==> src/rtl/uart_rx_mmio.sv <==
// rtl/uart_rx_mmio.sv - UART receiver with byte FIFO behind a simple request/response register port
module uart_rx_mmio #(
    parameter int CLK_HZ     = 27000000,
    parameter int BAUD       = 115200,
    parameter int FIFO_DEPTH = 16
) (
    input  logic        clk,
    input  logic        reset_n,
    input  logic        uart_rx,
    input  logic        req_valid,
    output logic        req_ready,
    input  logic [31:0] req_addr,
    input  logic        req_wen,
    input  logic [31:0] req_wdata,
    output logic        resp_valid,
    output logic [31:0] resp_rdata
);

    localparam int CLKS_PER_BIT = CLK_HZ / BAUD;
    localparam int HALF_BIT     = CLKS_PER_BIT / 2;
    localparam int TW           = $clog2(CLKS_PER_BIT + 1);
    localparam int AW           = $clog2(FIFO_DEPTH);
    localparam int CW           = AW + 1;

    localparam logic [TW-1:0] BIT_LAST  = TW'(CLKS_PER_BIT - 1);
    localparam logic [TW-1:0] HALF_LAST = TW'(HALF_BIT - 1);
    localparam logic [CW-1:0] FULL_CNT  = CW'(FIFO_DEPTH);

    localparam logic [1:0] S_IDLE  = 2'd0;
    localparam logic [1:0] S_START = 2'd1;
    localparam logic [1:0] S_DATA  = 2'd2;
    localparam logic [1:0] S_STOP  = 2'd3;

    logic          rx_meta;
    logic          rx_sync;
    logic [1:0]    state;
    logic [TW-1:0] timer;
    logic [2:0]    bit_idx;
    logic [7:0]    shift_reg;

    logic [7:0]    mem [FIFO_DEPTH];
    logic [AW-1:0] wr_ptr;
    logic [AW-1:0] rd_ptr;
    logic [CW-1:0] count;

    logic          accept;
    logic          push_req;
    logic          push_en;
    logic          pop_en;
    logic          fifo_empty;
    logic [31:0]   rd_data;
    logic          unused_bits;

    assign unused_bits = ^{req_wdata, req_addr[31:4]};

    assign req_ready  = !resp_valid;
    assign accept     = req_valid && req_ready;
    assign fifo_empty = (count == '0);

    // A stop bit sampled high completes a good frame; full FIFO drops it
    assign push_req = (state == S_STOP) && (timer == BIT_LAST) && rx_sync;
    assign push_en  = push_req && (count != FULL_CNT);
    assign pop_en   = accept && !req_wen && (req_addr[3:0] == 4'h8) && !fifo_empty;

    // Two-flop synchronizer; resets to the idle-high line level
    always_ff @(posedge clk or negedge reset_n) begin
        if (!reset_n) begin
            rx_meta <= 1'b1;
            rx_sync <= 1'b1;
        end else begin
            rx_meta <= uart_rx;
            rx_sync <= rx_meta;
        end
    end

    // Receive FSM: mid-bit sampling driven by the bit timer
    always_ff @(posedge clk or negedge reset_n) begin
        if (!reset_n) begin
            state     <= S_IDLE;
            timer     <= '0;
            bit_idx   <= '0;
            shift_reg <= '0;
        end else begin
            case (state)
                S_IDLE: begin
                    timer   <= '0;
                    bit_idx <= '0;
                    if (!rx_sync) begin
                        state <= S_START;
                    end
                end
                S_START: begin
                    if (timer == HALF_LAST) begin
                        timer <= '0;
                        state <= rx_sync ? S_IDLE : S_DATA;
                    end else begin
                        timer <= timer + 1'b1;
                    end
                end
                S_DATA: begin
                    if (timer == BIT_LAST) begin
                        timer     <= '0;
                        shift_reg <= {rx_sync, shift_reg[7:1]};
                        bit_idx   <= bit_idx + 1'b1;
                        if (bit_idx == 3'd7) begin
                            state <= S_STOP;
                        end
                    end else begin
                        timer <= timer + 1'b1;
                    end
                end
                default: begin
                    if (timer == BIT_LAST) begin
                        timer <= '0;
                        state <= S_IDLE;
                    end else begin
                        timer <= timer + 1'b1;
                    end
                end
            endcase
        end
    end

    // FIFO storage array; contents need no reset since count gates visibility
    always_ff @(posedge clk) begin
        if (push_en) begin
            mem[wr_ptr] <= shift_reg;
        end
    end

    // FIFO pointers and occupancy; push and pop in one cycle leave count unchanged
    always_ff @(posedge clk or negedge reset_n) begin
        if (!reset_n) begin
            wr_ptr <= '0;
            rd_ptr <= '0;
            count  <= '0;
        end else begin
            if (push_en) begin
                wr_ptr <= wr_ptr + 1'b1;
            end
            if (pop_en) begin
                rd_ptr <= rd_ptr + 1'b1;
            end
            case ({push_en, pop_en})
                2'b10:   count <= count + 1'b1;
                2'b01:   count <= count - 1'b1;
                default: count <= count;
            endcase
        end
    end

    // Read data decoded from FIFO state at the acceptance cycle
    always_comb begin
        rd_data = '0;
        if (!req_wen) begin
            case (req_addr[3:0])
                4'h0:    rd_data = {31'b0, !fifo_empty};
                4'h8:    rd_data = fifo_empty ? 32'd0 : {24'b0, mem[rd_ptr]};
                default: rd_data = '0;
            endcase
        end
    end

    // Single-cycle response registered one clock after acceptance
    always_ff @(posedge clk or negedge reset_n) begin
        if (!reset_n) begin
            resp_valid <= 1'b0;
            resp_rdata <= '0;
        end else begin
            resp_valid <= accept;
            resp_rdata <= accept ? rd_data : 32'd0;
        end
    end

endmodule

==> config.mk <==
export PLATFORM = sky130hd
export DESIGN_NAME = uart_rx_mmio
export DESIGN_NICKNAME = d
export VERILOG_FILES = /design/src/rtl/uart_rx_mmio.sv
export SDC_FILE = /design/constraint.sdc
export NUM_CORES = 1
export LEC_CHECK = 0
export CAP_MARGIN = 20
export CORE_MARGIN = 4
export CORE_UTILIZATION = 49
export CTS_CLUSTER_SIZE = 20
export DETAILED_ROUTE_END_ITERATION = 7
export GPL_ROUTABILITY_DRIVEN = 0
export PLACE_DENSITY_LB_ADDON = 0.3
export SYNTH_ARGS = -nofsm -noshare
export SYNTH_HDL_FRONTEND = slang
export SYNTH_SLANG_ARGS = --single-unit
==> constraint.sdc <==
create_clock -name clk -period 3.5 [get_ports clk]
set_clock_uncertainty 0.2 [all_clocks]
set_input_delay 0.525 -clock clk [delete_from_list [all_inputs] [get_ports clk]]
set_output_delay 0.525 -clock clk [all_outputs]
set_load 0.01 [all_outputs]
==> results.txt, run 1 <==
core box area -> 14500 um^2
Yosys top cell by area -> edfxtp_1
worst-path cell chain -> or3b_4 -> nor3_1 -> buf_4 -> and2_0 -> inv_1 -> ha_1 -> buf_4 -> ha_1 -> or3b_2 -> o32ai_1 -> xnor2_1
via density per instance -> 5.59
CTS Root Buffer Type -> clkbuf_16
DR pass1 iterations -> 4
largest family of logic cells by synthesized area -> multiplexers
IO Pins -> 103
drt total wl -> 13.4 mm
Antenna Nets Post-Route -> 0
clock buffer depth -> 2
met3 WL post-DR -> 659 um
share of layout cells above drive strength 1 -> 20.9%
Main synth FF type -> edfxtp_1
fillers -> 1111
Synth Area in Compound Gates -> 4.69%
total track usage -> 17.1%
largest net degree at the start of global routing -> 46
Worst-Margin Slew -> 0.692 ns
DR iter-0 viols -> 284
Initial Util -> 50.1%
initial antenna violation count -> 0
Avg Inst Size Synth -> 17.0 um^2
commonest non-fill, non-tap cell in the layout -> edfxtp_1
Routed WL per cell -> 20.5 um
die height -> 130 um
flip-flop count of the largest register after layout -> 128
CTS tree -> built
Reg2Reg Capture Point -> count[4]
kind of end point of the critical path -> register
Setup WS post-layout -> 0.343 ns
Die Width -> 130 um
fmax -> 317 MHz
first-pass GRT wire length -> 21.1 mm
critical path launch point type -> register
reg-to-reg startpoint -> timer[4]
Synth async-reset ratio -> 26.0%
met1 WL -> 5.79 mm
mapped cell area -> 7290 um^2
CP max stage delay -> 0.46 ns
vias in the first global route -> 3677
Biggest register -> mem
worst min-delay path class -> register to register
RSZ-0062 raised after global routing -> no
minimum clock period -> 3.16 ns
post-synthesis xor/xnor area fraction -> 2.16%
number of flops mapped to enable cells by yosys -> 128
total CTS buffers -> 17
simple-gate share of the synthesized area -> 6.58%
Peak VDD IR -> 0.296 mV
Cells after Synth -> 429
Final nets -> 539
leakage power -> 2.69 nW
Design Power -> 4.36 mW
post-synthesis adder-cell area fraction -> 2.40%
routed vias -> 3649
Top Layer Used -> met4
clock-pin slew on the worst setup and hold paths -> 0.06 ns
Ys Warns -> 0
dpl cell area -> 7580 um^2
dominant cells by area after synthesis -> edfxtp_1 53%, dfrtp_1 15%, mux4_2 9.3%, buf_4 2.6%, ha_1 2.4%
FF+latch count, synth -> 173
reg2reg path depth -> 11
met2 WL post-DR -> 6.72 mm
arrival time worst endpoint -> 3.30 ns
WHS Endpoint -> rx_sync
sequential fraction of the synthesis area -> 68.2%
Critical Path RT -> 3.64 ns
Critical-path top delay cell -> or3b_2
WHS Path Cells -> 0
commonest non-fill, non-tap cells in the layout -> 128 x edfxtp_1, 42 x dfrtp_1, 30 x mux4_2
input/output buffers -> 18
placed insts -> 618
Remaining Overflow, GRT -> 0
Post-DP HPWL -> 8.49 mm
Setup CP Type -> register to register
worst-skew pair later-pin latency -> 0.42 ns
r2r setup slk -> 0.34 ns
setup_tns -> 0 ns
# diodes -> 0
dpl ws -> 0.143 ns
top-area cell type share of the netlist area -> 52.8%
area grow syn2layout -> 12.6%
Final Max Tran Viols -> 0
pwr/cell area -> 532 nW/um^2
final setup vio count -> 0
row cnt -> 44
Slew Limit Headroom -> 53.9%
post-synthesis mux area share -> 11.4%
Critical Path Fanout Max -> 7
WHS -> 0.158 ns
MaxCap Viol Count -> 0
DRC Markers -> 0
Finished Layout Cells -> 653
post-synthesis cell type count -> 55
run status -> completed
final core occ -> 56.5%
Final Hold Vio Count -> 0
Worst Hold Launch -> rx_meta
Period Utilization, post-route -> 90.2%
final instance area -> 8210 um^2
Die ar. -> 16900 um^2
CTS sink cnt -> 173
H-tree depth -> 4
[synthesized netlist by cell type (all sizes together), types with 4 or more instances]
| library cell | n |
|---|---|
| dfrtp | 43 |
| buf | 34 |
| a21oi | 10 |
| edfxtp | 128 |
| ha | 14 |
| mux2 | 11 |
| xor2 | 6 |
| nor2b | 4 |
| and4 | 4 |
| a22oi | 15 |
| nand2 | 9 |
| and4b | 8 |
| xnor2 | 12 |
| mux4 | 30 |
| inv | 11 |
| o21ai | 4 |
| clkbuf | 13 |
| a22o | 5 |
| nand3 | 8 |
| nor2 | 15 |
[per-layer routing]
layer	track usage, %	vias up
met3	3.72	13
li1	-	1675
met4	6.72	0
met2	27.8	102
met1	22.9	1859
met5	0	-
[how the worst max path moves through the flow]
stage          startpoint  slack, ns  endpoint
3_3_place_gp      req_wen       0.20  count[4]
2_1_floorplan    timer[2]       0.28  count[4]
5_1_grt          timer[2]       0.06  count[4]
4_1_cts          timer[2]       0.31  count[4]
3_5_place_dp      req_wen       0.14  count[4]
6_report         timer[4]       0.34  count[4]
[worst max-delay path, delay by kind of cell, from the launching register on]
| family | cells | cell delay [ns] |
|---|---|---|
| buf+inv | 3 | 0.42 |
| simple gates | 4 | 1.28 |
| fa+ha+maj | 2 | 0.43 |
| flops | 1 | 0.42 |
| xor+xnor | 1 | 0.17 |
| compound gates | 1 | 0.16 |
[layout make-up]
class / count / area [um^2] / share of cell area [%]
Sequential cell: 173 / 4970 / 60.6
Multi-Input combinational cell: 221 / 2070 / 25.3
Clock buffer: 23 / 524 / 6.39
Timing Repair Buffer: 32 / 308 / 3.75
Tap cell: 184 / 230 / 2.81
Clock inverter: 9 / 56.3 / 0.686
Inverter: 11 / 41.3 / 0.503
[cell families after synthesis]
kind of cell / count (synthesis)
AOI/OAI and AO/OA: 47
xor gates and xnor gates: 18
adders and majority gates: 14
buffers and inverters: 58
DFF: 173
muxes: 44
other: 1
and+or+nand+nor: 74
[power by group]
part           internal, mW  leakage, nW  switching [mW]
Combinational         0.153        0.927           0.166
Sequential             2.20         1.47          0.0455
Clock                  1.05        0.296           0.742
[repair_timing]
action / CTS / global route
gates resized for setup: 0 / 0
hold endpoints to repair: 0 / 13
hold buffers: 0 / 1
setup buffers: 0 / 0
No activity file was read; power rests on OpenSTA's default activity.
==> run 2, diff against run 1 <==
Settings changed: HOLD_SLACK_MARGIN from default to 0.05.
==> results of run 2 <==
The final DEF is identical to that of run 1; final timing and power are the same.
==> run 3, diff against run 2 <==
Clock period 3.5 ns to 2.9 ns, I/O delays scaled along.
==> results.txt, run 3 (same netlist as run 1, synthesis figures left out) <==
run status -> completed
kind of end point of the critical path -> register
share of layout cells above drive strength 1 -> 24.0%
area grow syn2layout -> 13.7%
first-pass GRT wire length -> 20.9 mm
Worst Hold Launch -> rx_meta
fmax -> 366 MHz
initial antenna violation count -> 0
Routed WL per cell -> 19.6 um
DR iter-0 viols -> 310
WHS -> 0.157 ns
Peak VDD IR -> 0.403 mV
Final nets -> 554
die height -> 130 um
minimum clock period -> 2.73 ns
vias in the first global route -> 3795
Antenna Nets Post-Route -> 0
placed insts -> 632
Remaining Overflow, GRT -> 0
flip-flop count of the largest register after layout -> 128
total CTS buffers -> 17
# diodes -> 0
Design Power -> 5.17 mW
core box area -> 14500 um^2
input/output buffers -> 18
worst-skew pair later-pin latency -> 0.42 ns
critical path launch point type -> register
Die Width -> 130 um
Critical Path Fanout Max -> 3
final setup vio count -> 0
routed vias -> 3717
Period Utilization, post-route -> 94.2%
Final Hold Vio Count -> 0
Final Max Tran Viols -> 0
clock-pin slew on the worst setup and hold paths -> 0.07 ns
Finished Layout Cells -> 668
leakage power -> 2.74 nW
CP max stage delay -> 0.48 ns
CTS tree -> built
DR pass1 iterations -> 4
row cnt -> 44
setup_tns -> 0 ns
Worst-Margin Slew -> 0.730 ns
DRC Markers -> 0
largest net degree at the start of global routing -> 26
Slew Limit Headroom -> 51.2%
WHS Endpoint -> rx_sync
arrival time worst endpoint -> 2.83 ns
Biggest register -> mem
CTS Root Buffer Type -> clkbuf_16
r2r setup slk -> 0.17 ns
Post-DP HPWL -> 8.53 mm
drt total wl -> 13.1 mm
clock buffer depth -> 2
commonest non-fill, non-tap cell in the layout -> edfxtp_1
reg2reg path depth -> 9
H-tree depth -> 4
reg-to-reg startpoint -> timer[4]
worst-path cell chain -> or3b_4 -> nor3_4 -> and2_1 -> inv_1 -> ha_2 -> ha_1 -> or3b_2 -> o32ai_2 -> xnor2_1
Reg2Reg Capture Point -> count[4]
worst min-delay path class -> register to register
total track usage -> 16.9%
commonest non-fill, non-tap cells in the layout -> 128 x edfxtp_1, 42 x dfrtp_1, 30 x mux4_2
via density per instance -> 5.56
final core occ -> 57.0%
RSZ-0062 raised after global routing -> no
WHS Path Cells -> 0
Critical-path top delay cell -> or3b_2
CTS sink cnt -> 173
Die ar. -> 16900 um^2
Setup CP Type -> register to register
Critical Path RT -> 3.00 ns
pwr/cell area -> 624 nW/um^2
IO Pins -> 103
MaxCap Viol Count -> 0
Initial Util -> 50.1%
[run 3: changes by cell type in the layout (fill, tap and decap cells not counted), sizes merged]
cell / before / now
buf: 14 / 29
clkbuf: 23 / 17
inv: 11 / 17
clkinv: 9 / 7
clkinvlp: 0 / 2
[run 3: worst max-delay path: cells and delay by family (launching register included)]
family | cells | cell delay, ns
xor+xnor | 1 | 0.10
fa+ha+maj | 2 | 0.40
compound gates | 1 | 0.15
simple gates | 4 | 1.33
buf+inv | 1 | 0.06
flops | 1 | 0.39
[run 3: timing repair]
| item | in CTS | in global routing |
|---|---|---|
| setup endpoints to repair | 0 | 2 |
| resized for setup | 0 | 3 |
| buffers inserted | 0 | 3 |
| hold endpoints to repair | 14 | 0 |
| hold buffers | 1 | 0 |
[run 3: area by class of cell]
cell class,instances,area [um^2]
Inverter,11,41.3
Fill cell,1097,6250
Timing Repair Buffer,47,395
Clock inverter,15,113
Tap cell,184,230
Sequential cell,173,4970
Clock buffer,17,425
Multi-Input combinational cell,221,2100
[run 3: worst max path at each step]
stage,cells after the start,slack (ns),end,startpoint
after CTS,11,0.08,count[4],timer[1]
after detailed placement,10,-0.30,count[3],req_wen
final,9,0.17,count[4],timer[4]
after global placement,10,-0.24,count[3],req_wen
after global routing,10,0.007,count[4],req_wen
after floorplan,16,0.004,count[4],timer[1]
[run 3: metal layers]
| metal | part of all wire [%] | vias to the layer above | wire length [um] | GRT usage, % |
|---|---|---|---|---|
| met5 | 0 | - | 0 | 0 |
| met4 | 1.9 | 0 | 252 | 6.72 |
| met3 | 4.9 | 20 | 639 | 3.56 |
| met2 | 51 | 106 | 6670 | 27.7 |
| met1 | 42 | 1885 | 5540 | 22.4 |
| li1 | - | 1706 | - | - |
[run 3: where the power goes]
group / leakage (nW) / switching (mW) / internal [mW]
registers: 1.47 / 0.0278 / 2.66
clock network: 0.259 / 0.959 / 1.11
logic: 1.01 / 0.229 / 0.186
[run 3: per-stage QoR]
| step | setup slack [ns] | cell area (um^2) |
|---|---|---|
| after floorplan | 0.00382 | 7410 |
| after global placement | -0.242 | 7700 |
| after detailed placement | -0.296 | 7700 |
| after CTS | 0.0803 | 8250 |
| after global routing | 0.00669 | 8280 |
| final | 0.168 | 8280 |
